<file path="src/rtl/gpio_bank_avl.sv">
// gpio_bank_avl: Avalon-MM slave controlling NUM_PORTS banks of WIDTH GPIO pins.
//
// Ports
//   clk_clk            sole clock, rising edge
//   reset_reset_n      asynchronous active-low reset
//   avs_address[5:0]   word address {port[5:3], reg[2:0]}
//   avs_read/avs_write read / write strobes (write wins when both are high)
//   avs_writedata      write data (bits >= WIDTH ignored)
//   avs_readdata       read data, valid with avs_readdatavalid, 0 otherwise
//   avs_readdatavalid  high one cycle after each accepted read
//   gpio_in            asynchronous pin inputs, port p at [p*WIDTH +: WIDTH]
//   gpio_out/gpio_oe   pin output data / output enable (1 = drive)
//   irq                registered level interrupt, active-high
//
// Per-port registers: 0 DATA_IN, 1 DATA_OUT, 2 DIR, 3 OUT_SET, 4 OUT_CLR,
// 5 EDGE_CAP (W1C), 6 IRQ_MASK, 7 EDGE_POL (0 rising, 1 falling).
module gpio_bank_avl #(
    parameter int NUM_PORTS   = 3,
    parameter int WIDTH       = 32,
    parameter int SYNC_STAGES = 2
) (
    input  logic                       clk_clk,
    input  logic                       reset_reset_n,
    input  logic [5:0]                 avs_address,
    input  logic                       avs_read,
    input  logic                       avs_write,
    input  logic [31:0]                avs_writedata,
    output logic [31:0]                avs_readdata,
    output logic                       avs_readdatavalid,
    input  logic [NUM_PORTS*WIDTH-1:0] gpio_in,
    output logic [NUM_PORTS*WIDTH-1:0] gpio_out,
    output logic [NUM_PORTS*WIDTH-1:0] gpio_oe,
    output logic                       irq
);

    localparam int N = NUM_PORTS * WIDTH;

    logic [SYNC_STAGES-1:0][N-1:0] sync_q;
    logic [N-1:0] prev_q, sync_s, edge_det;
    logic [N-1:0] dout_q, dout_d, dir_q, dir_d, cap_q, cap_d, cap_clr;
    logic [N-1:0] mask_q, mask_d, pol_q, pol_d;
    logic [31:0]  rdata_q, rdata_d;
    logic         rvalid_q, irq_q;
    logic [2:0]   port_a, reg_a;
    logic [WIDTH-1:0] wd, rd_word;
    logic         wr_en, rd_en;

    assign port_a = avs_address[5:3];
    assign reg_a  = avs_address[2:0];
    assign wd     = avs_writedata[WIDTH-1:0];
    assign wr_en  = avs_write;
    // A simultaneous read+write is treated purely as a write.
    assign rd_en  = avs_read & ~avs_write;

    assign sync_s   = sync_q[SYNC_STAGES-1];
    assign edge_det = (pol_q & ~sync_s & prev_q) | (~pol_q & sync_s & ~prev_q);

    // Register writes; ports >= NUM_PORTS never match and are dropped.
    always_comb begin
        dout_d  = dout_q;
        dir_d   = dir_q;
        mask_d  = mask_q;
        pol_d   = pol_q;
        cap_clr = '0;
        for (int p = 0; p < NUM_PORTS; p++) begin
            if (wr_en && port_a == 3'(p)) begin
                case (reg_a)
                    3'd1: dout_d[p*WIDTH +: WIDTH] = wd;
                    3'd2: dir_d[p*WIDTH +: WIDTH]  = wd;
                    3'd3: dout_d[p*WIDTH +: WIDTH] = dout_q[p*WIDTH +: WIDTH] | wd;
                    3'd4: dout_d[p*WIDTH +: WIDTH] = dout_q[p*WIDTH +: WIDTH] & ~wd;
                    3'd5: cap_clr[p*WIDTH +: WIDTH] = wd;
                    3'd6: mask_d[p*WIDTH +: WIDTH] = wd;
                    3'd7: pol_d[p*WIDTH +: WIDTH]  = wd;
                    default: ;
                endcase
            end
        end
        // OR-ing the new edge in after the clear lets a same-cycle edge win.
        cap_d = (cap_q & ~cap_clr) | edge_det;
    end

    // Read mux; write-only registers and absent ports return 0.
    always_comb begin
        rd_word = '0;
        for (int p = 0; p < NUM_PORTS; p++) begin
            if (port_a == 3'(p)) begin
                case (reg_a)
                    3'd0: rd_word = sync_s[p*WIDTH +: WIDTH];
                    3'd1: rd_word = dout_q[p*WIDTH +: WIDTH];
                    3'd2: rd_word = dir_q[p*WIDTH +: WIDTH];
                    3'd5: rd_word = cap_q[p*WIDTH +: WIDTH];
                    3'd6: rd_word = mask_q[p*WIDTH +: WIDTH];
                    3'd7: rd_word = pol_q[p*WIDTH +: WIDTH];
                    default: rd_word = '0;
                endcase
            end
        end
        rdata_d = rd_en ? 32'(rd_word) : 32'd0;
    end

    always_ff @(posedge clk_clk or negedge reset_reset_n) begin
        if (!reset_reset_n) begin
            sync_q   <= '0;
            prev_q   <= '0;
            dout_q   <= '0;
            dir_q    <= '0;
            cap_q    <= '0;
            mask_q   <= '0;
            pol_q    <= '0;
            rdata_q  <= '0;
            rvalid_q <= 1'b0;
            irq_q    <= 1'b0;
        end else begin
            sync_q[0] <= gpio_in;
            for (int s = 1; s < SYNC_STAGES; s++) begin
                sync_q[s] <= sync_q[s-1];
            end
            prev_q   <= sync_s;
            dout_q   <= dout_d;
            dir_q    <= dir_d;
            cap_q    <= cap_d;
            mask_q   <= mask_d;
            pol_q    <= pol_d;
            rdata_q  <= rdata_d;
            rvalid_q <= rd_en;
            irq_q    <= |(cap_q & mask_q);
        end
    end

    assign avs_readdata      = rdata_q;
    assign avs_readdatavalid = rvalid_q;
    assign gpio_out          = dout_q;
    assign gpio_oe           = dir_q;
    assign irq               = irq_q;

endmodule

</file>
<file path="config.mk">
export PLATFORM = sky130hd
export DESIGN_NAME = gpio_bank_avl
export DESIGN_NICKNAME = d
export VERILOG_FILES = /design/src/rtl/gpio_bank_avl.sv
export SDC_FILE = /design/constraint.sdc
export NUM_CORES = 1
export LEC_CHECK = 0
export ABC_AREA = 1
export CAP_MARGIN = 40
export CORE_MARGIN = 10
export CORE_UTILIZATION = 30
export CTS_CLUSTER_DIAMETER = 200
export DETAILED_ROUTE_END_ITERATION = 6
export GPL_ROUTABILITY_DRIVEN = 0
export GPL_TIMING_DRIVEN = 0
export MAX_ROUTING_LAYER = met4
export PLACE_DENSITY_LB_ADDON = 0.25
export SETUP_SLACK_MARGIN = 0.15
export SYNTH_ARGS = -nofsm -noshare
export SYNTH_HDL_FRONTEND = slang
export SYNTH_SLANG_ARGS = --single-unit
</file>
<file path="constraint.sdc">
create_clock -name clk_clk -period 3.3 [get_ports clk_clk]
set_input_delay 0.495 -clock clk_clk [delete_from_list [all_inputs] [get_ports clk_clk]]
set_output_delay 0.495 -clock clk_clk [all_outputs]
set_load 0.05 [all_outputs]
</file>
# [Word-level counts from Yosys, hierarchy flattened]
# Index checks and enable logic that the tools add are counted.
[op_classes] eq_ne=9 n_mux=14 bitwise_logic=21 n_reduce_logical=19
[ops] op="bitwise AND 96 bit" n=6
[ops] op="case mux 32 bit (6 select lines)" n=3
[ops] op="NOT 96 bit" n=4
[ops] op="case mux 32 bit (3 select lines)" n=3
[ops] op="two-way mux 32 bit" n=8
[ops] op="bitwise OR 96 bit" n=2
[ops] op="bitwise AND 32 bit" n=3
[ops] op="bitwise OR 32 bit" n=3
[ops] op="OR reduction 96 bit" n=1
[ops] op="NOT 32 bit" n=1
[ops] op="AND reduction 2 bit" n=12
[ops] op="== test 3 bit (second input constant)" n=4
[ops] op="== test 3 x 2 -> 1 bit (second input constant)" n=3
[ops] op="== test 3 x 1 -> 1 bit (second input constant)" n=2
[ops] op="logical NOT 3 bit" n=2
[ops] op="logical AND 1 bit" n=3
[ops] op="nonzero test 3 bit" n=1
[ops] op="bitwise AND 1 bit" n=1
[ops] op="NOT 1 bit" n=1
[totals] register_bits=802 output_inout_bits=226 elab_cells=82

# [Logic depth before layout (Yosys ltp)]
# Gate-level depths: netlist of run 1.
[depth] word_depth=6 mapped_depth=12 ltp_nobuf=9

# [Worst setup path after synthesis of run 1]
# Ideal clock, no wire load.
[synth_timing] path_type="input to register" startpoint="input port avs_address[0]" endpoint="register dout_q[11] (netlist: gpio_out[11])" t_arrival_ns=1.759 required_ns=3.179 setup_slack_ns=1.420 path_stages=6 cell_sequence="buf_2 -> nor3_4 -> buf_4 -> clkbuf_1 -> nor2_1 -> a22o_1"
[synth_via] elab_chain_len=3 elab_cells_between_ends=6 cone_classes="eq/ne: 3; mux: 1; reduce/logical: 2"
[synth_rtl] element="from (decl)" line="24" rtl="input logic [5:0] avs_address,"
[synth_rtl] element="== test 3 x 1 -> 1 bit (tied with other cells)" line="67" rtl="case (reg_a)"
[synth_rtl] element="nonzero test 3 bit (no source line)"
[synth_rtl] element="AND reduction 2 bit (no source line)"
[synth_rtl] element="to (signal assigned)" line="120" rtl="dout_q <= dout_d;"
[synth_rtl] element="to (decl)" line="40" rtl="logic [N-1:0] dout_q, dout_d, dir_q, dir_d, cap_q, cap_d, cap_clr;"
# Several ways; a longest one is shown, not always the timed one.
# A chain may end at the register's enable or synchronous reset.

# [Final worst setup path of run 1]
[layout_timing] startpoint="input port avs_address[1]" endpoint="register pol_q[74]"
[layout_via] elab_chain_len=2
[layout_rtl] element="== test 3 bit" line="67"
[layout_rtl] element="AND reduction 2 bit (no source line)"
[layout_rtl] element="to (signal assigned)" line="124" rtl="pol_q <= pol_d;"
[layout_rtl] element="to (decl)" line="41" rtl="logic [N-1:0] mask_q, mask_d, pol_q, pol_d;"
# No other way between the ends.

==> reports/results.ini, run 1 <==
[floorplan]
die_h_um=356
die_x_um=356
die_area_um2=126000
initial_utilization=0.301
io-pin-count=364
core_area_um2=112000
row_count=123

[placed_design]
place_ws_ns=-0.558
portBuffers=357
place_hpwl_um=129000
dpl.cell_count=5709

[outcome]
violations=negative hold slack
outcome=complete, but fails checks

[finish]
drive_above_1_share=0.0681
seq_area_um2=20100
layout_common_cells=nand2_1, dfrtp_1, o21ai_0
area_growth_pct=28.5
layout.cells.non_filler=5889
final_nets=4443
multiInputGateArea_um2=11500
final.fill_count=11300
final_common_cell=nand2_1

[setup_path]
rr_startpoint=cap_q[15]
r2r_end=irq
reg2reg_slack_ns=1.39
crit_slowest_cell=clkbuf_1
slowest_delay_ns=0.71
crit_chain=clkdlybuf4s50_1, buf_4, nand3_1, clkinv_1, nand2_2, clkbuf_1, nand2_1, o21ai_0
worstPathRequired_ns=3.87
cp_top_family=buffers and inverters
ff2ff_path_depth=7
cp.arrival_ns=3.71
crit_path_end_kind=flip-flop
crit_fanout=10
startpoint_type=primary input
cp.buffers_inverters=4
path_class=primary input to flip-flop

[power_and_ir_drop]
p_int_w=0.0195
p_seq_frac=0.413
power_density_nw_per_um2=679
p_clk_frac=0.378
p_sw_w=0.0100
vdd_ir_drop_max_v=0.000350
comb_power_share=0.208
switching_share=0.340
power.leakage_nw=19.3

[yosys]
synth_nets=3934
post_synth_num_cell_types=33
yosysWarnings=0
synthCells=3796
synthTopCellsByArea=dfrtp_1, nand2_1, o21ai_0
yosys.area_share.adder=0
synth-seq-cells=802
synth_top_family_by_area=simple AND/OR/NAND/NOR gates
synth_xor_xnor_area_share=0
synth_top_cell_area_share=0.594
syn_area_um2=33800
syn_avg_cell_area_um2=8.90
synth-compound-area-share=0.155
seq_area_frac_synth=0.594
synth.mux.area_fraction=0
yosys.area.top_type=dfrtp_1
synth_simple_gate_area_share=0.185

[clocking]
cts-root-buf=clkbuf_16
clock_latency_ns=0.68
ctsHtreeMaxLevel=3
cts_sinks=802
path_clk_slew_ns=0.06
numCtsBuffers=93
cts.path.max_buffers=3
cts_tree=built

[job]
drv_cap=0

[timing]
setup_viol=0
rsz0062_at_grt=false
max_freq_ghz=0.318
hold_viol_final=95
holdWs_ns=-0.151
fin_crit_sh=0.953
relSlewSlack=0.358
fin_crit_ns=3.14
worst_pin_slew_ns=0.963
drv_slew=0
setup_slack_ns=0.156
finalClockSkew_ns=0.0349

[routing]
drtIter0Drc=4134
vias_per_cell=5.36
wl_per_cell_um=28.4
finalWirelength_um=167000
num_vias=31600
drc_errors=0
ant_nets=0
dr.pass1.iters=6

[grt]
grt_remaining_overflow=0
grtUsageTotal=0.265
antenna_found_initial=13
grt_pass1_vias=30300
grt_max_degree=120
grt_pass1_wl_um=233000

[min_path]
hold_class=primary input to async pin

[flip-flops by register name (all words and copies together), names as in the netlist]
| register | flops |
|---|---|
| avs_readdata | 32 |
| avs_readdatavalid | 1 |
| cap_q | 96 |
| gpio_oe | 96 |
| gpio_out | 96 |
| irq | 1 |
| mask_q | 96 |
| pol_q | 96 |
| prev_q | 96 |
| sync_q | 96 |
| sync_s | 96 |
[synth_stat cells]
| cell | number |
|---|---|
| or3_1 | 4 |
| nand3b_1 | 1 |
| o21ai_0 | 392 |
| clkinv_1 | 4 |
| o211ai_1 | 92 |
| nor3_1 | 9 |
| nor2_1 | 365 |
| a21oi_1 | 256 |
| nand3_1 | 127 |
| nand2_2 | 2 |
| o2111ai_1 | 5 |
| nor3_2 | 1 |
| clkbuf_1 | 122 |
| nand4_1 | 127 |
| nand2_1 | 863 |
| inv_1 | 357 |
| nand3_2 | 2 |
| and3_1 | 1 |
| or2_2 | 4 |
| a21oi_4 | 3 |
| buf_4 | 3 |
| nor2_4 | 2 |
| nor2_2 | 5 |
| clkbuf_2 | 2 |
| inv_2 | 7 |
| buf_1 | 24 |
| a22o_1 | 81 |
| buf_2 | 50 |
| o21ai_1 | 22 |
| o22ai_1 | 44 |
| nor3_4 | 1 |
| a22oi_1 | 16 |
| dfrtp_1 | 802 |
[stage by stage]
stage / cell area [um2] / TNS (ns) / hold WS (ns) / power [W] / utilization
detailed placement: 40100 / -38.93 / 0.335 / 0.0184 / 0.357
global placement: 39200 / - / 0.333 / 0.0183 / 0.350
finish: 43400 / 0 / -0.151 / 0.0295 / 0.387
global route: 43400 / 0 / -0.0865 / 0.0305 / 0.387
floorplan: 33800 / 0 / 0.199 / 0.0152 / -
CTS: 43400 / 0 / -0.116 / 0.0295 / 0.387
[timing repair]
item	4_1_cts	5_1_grt
endpoints found under the hold margin	95	92
endpoints found under the setup margin	7	2
gates cloned	0	0
resized for setup	1	2
setup buffers	0	0
[logic make-up after synthesis]
logic type	Yosys count
compound gates	911
buf+inv	569
flops	802
simple gates	1514
[worst max-delay path by stage]
| stage | startpoint | endpoint | slack (ns) | depth (start not counted) |
|---|---|---|---|---|
| after floorplan | avs_address[0] | gpio_out[11] | 1.42 | 6 |
| after global placement | reset_reset_n | sync_q[20] | -36.38 | 1 |
| after detailed placement | avs_address[1] | pol_q[75] | -0.56 | 8 |
| after CTS | avs_address[1] | pol_q[40] | 0.26 | 8 |
| after global routing | avs_address[1] | pol_q[73] | 0.20 | 8 |
| final | avs_address[1] | pol_q[74] | 0.16 | 8 |
[layout make-up]
cell class / instances / area share
Sequential cell: 802 / 0.462
Antenna cell: 11 / 0.000634
Multi-Input combinational cell: 2425 / 0.265
Tap cell: 1500 / 0.0432
Inverter: 368 / 0.0318
Timing Repair Buffer: 414 / 0.102
Buffer: 201 / 0.0192
Clock inverter: 39 / 0.0131
Clock buffer: 129 / 0.0625
[power groups by stage]
stage          sequential [W]  clock (W)  combinational [W]
2_1_floorplan          0.0135          0            0.00164
3_3_place_gp           0.0123          0            0.00593
3_5_place_dp           0.0123          0            0.00607
4_1_cts                0.0121     0.0113            0.00610
5_1_grt                0.0123     0.0117            0.00650
6_report               0.0122     0.0112            0.00615
[layer usage]
layer / vias to the layer above / part of all wire / track usage
met3: 480 / 0.12 / 0.0865
li1: 13600 / - / -
met4: 0 / 0.067 / 0.146
met2: 2007 / 0.42 / 0.375
met5: - / 0 / -
met1: 15400 / 0.39 / 0.331
(Power assumes the default switching activity.)
==> inputs of run 2 (changes only) <==
- ABC_AREA: 1 -> unset
==> run 2 against run 1 <==
The run ends with design-rule violations left. Clock skew grew 0.011 ns. Routed wire length grew 0.73%. Die area shrank 2.4%. Non-clock buffer count grew 15. Largest cell class unchanged. Critical path type unchanged. Highest routed layer unchanged. Setup slack lost 0.011 ns. Sequential share of layout area grew 0.90 points. Clock-buffer cell count grew 2.
==> reports/results.ini, run 2 <==
[floorplan]
core_area_um2=109000
die_x_um=351
die_h_um=351
row_count=121
die_area_um2=123000
initial_utilization=0.302
io-pin-count=364

[clocking]
cts_sinks=802
cts.path.max_buffers=3
cts-root-buf=clkbuf_16
ctsHtreeMaxLevel=3
cts_tree=built
post_cts_buffers=0
numCtsBuffers=94
path_clk_slew_ns=0.06
clock_latency_ns=0.71

[yosys]
post-synth-top-count-cell=dfrtp_1
synthCells=2818
yosys.area_share.adder=0
synth_top_cell_area_share=0.610
synth_simple_gate_area_share=0.0861
synth.mux.area_fraction=0.134
yosysWarnings=0
synthTopCellsByArea=dfrtp_1, mux2_2, nand2_1
synth_xor_xnor_area_share=0
post_synth_num_cell_types=59
synth_top_family_by_area=compound AO/OA/AOI/OAI gates
seq_area_frac_synth=0.610
synth_edf_count=0
yosys.area.top_type=dfrtp_1
ys_top_cells_by_count=dfrtp_1, nand2_1, mux2_2
synth-compound-area-share=0.144
syn_avg_cell_area_um2=11.7
synth_nets=2956
synth-seq-cells=802
async_reset_ff_frac=1.00
syn_area_um2=32900
synthFlopType=dfrtp_1

[routing]
ant_nets=0
finalWirelength_um=169000
vias_per_cell=5.82
num_vias=28200
dr.pass1.iters=7
drtIter0Drc=4108
wl_per_cell_um=34.7
drc_errors=2

[setup_path]
crit_fanout=10
slowest_delay_ns=0.73
path_class=primary input to flip-flop
cp.arrival_ns=3.66
cp-startpoint=avs_address[2]
crit_slowest_cell=nor3_1
ff2ff_path_depth=4
cp_top_family=buffers and inverters
crit_chain=clkdlybuf4s50_1, buf_2, nor3_2, buf_2, buf_2, a211oi_1, nor3_1
reg2reg_slack_ns=0.91
cpMostUsedCell=buf_2
cp.buffers_inverters=4
r2r_end=irq
startpoint_type=primary input
crit_path_end_kind=flip-flop
worstPathRequired_ns=3.80
rr_startpoint=cap_q[58]

[placed_design]
place_hpwl_um=124000
portBuffers=360
dpl.cell_count=4667
place_ws_ns=-0.566

[timing]
hold_viol_final=0
finalClockSkew_ns=0.0455
fin_crit_ns=3.15
setup_viol=0
worst_pin_slew_ns=1.07
setup_slack_ns=0.145
max_freq_ghz=0.317
relSlewSlack=0.285
holdWs_ns=0.234
drv_slew=0
fin_crit_sh=0.956
rsz0062_at_grt=false

[finish]
layout.cells.non_filler=4855
drive_above_1_share=0.178
final_common_cell=dfrtp_1
layout_common_cells=dfrtp_1, nand2_1, clkdlybuf4s50_1
area_growth_pct=29.3
final_nets=3489

[power_and_ir_drop]
power_density_nw_per_um2=653
power.leakage_nw=18.3
vdd_ir_drop_max_v=0.000399

[grt]
antenna_found_initial=15
grt_pass1_wl_um=226000
grt_max_degree=118
grt_pass1_vias=27100
grt_remaining_overflow=0
grtUsageTotal=0.273

[outcome]
violations=design-rule violations
outcome=complete, but fails checks

[min_path]
hold_class=primary input to flip-flop
min_to=sync_q[90]
min-delay-start=gpio_in[90]
hold_depth=1

[job]
drv_cap=0

-- run 2: cell count changes in the layout (fill, tap and decap cells not counted), moves of 49 or more --
cell,delta
nand3_1,-109
a21oi_1,-158
inv_1,-354
a221oi_1,+49
nor2_1,-202
nand2_1,-410
o21ai_0,-162
a22oi_1,+68
nand4_1,-118
mux2_2,+283
a22o_1,-60
mux2i_1,+80
-- run 2: what timing repair did --
item | 4_1_cts | 5_1_grt
hold endpoints to repair | 54 | 0
hold buffers | 1 | 0
endpoints found under the setup margin | 1 | 4
gates resized for setup | 2 | 3
-- run 2: cell type report --
cell class	instances	area (um2)
fill	10500	66300
inverter	5	18.8
buffer	193	877
timing repair buffer	437	4680
multi-input combinational	1818	12000
clock inverter	41	435
tap	1414	1770
clock buffer	131	2730
sequential	802	20100
antenna	14	35.0
-- run 2: worst max-delay path by stage --
stage	depth (start not counted)	slack, ns	endpoint
after floorplan	8	1.27	avs_readdata[14]
after global placement	1	-36.28	sync_q[20]
after detailed placement	9	-0.57	avs_readdata[21]
after CTS	10	0.23	avs_readdata[0]
after global routing	7	0.21	avs_readdata[29]
final	7	0.15	avs_readdata[10]
-- run 2: report_power, final --
part	leakage (nW)	switching, W	internal [W]
Sequential	9.73	0.00116	0.0107
Combinational	7.05	0.00338	0.00175
Clock	1.55	0.00444	0.00632
Total	18.3	0.00899	0.0188
-- run 2: through the flow --
step	total power [W]	instance area, um2	TNS, ns	utilization
detailed placement	0.0171	39400	-15.07	0.362
floorplan	0.0143	32900	0	-
global route	0.0286	42600	0	0.391
finish	0.0278	42600	0	0.391
global placement	0.0169	38300	-	0.352
CTS	0.0278	42500	0	0.391
-- run 2: cell families after synthesis --
kind of cell           count (synthesis)
DFF                                  802
AOI/OAI and AO/OA                    721
and+or+nand+nor                      697
muxes                                400
buffers and inverters                198
-- run 2: metal layers --
layer / routed length [um] / vias up / track usage
met1: 62700 / 14200 / 0.323
met3: 24900 / 632 / 0.129
li1: - / 11300 / -
met4: 11900 / 0 / 0.161
met5: 0 / - / -
met2: 69100 / 2103 / 0.373
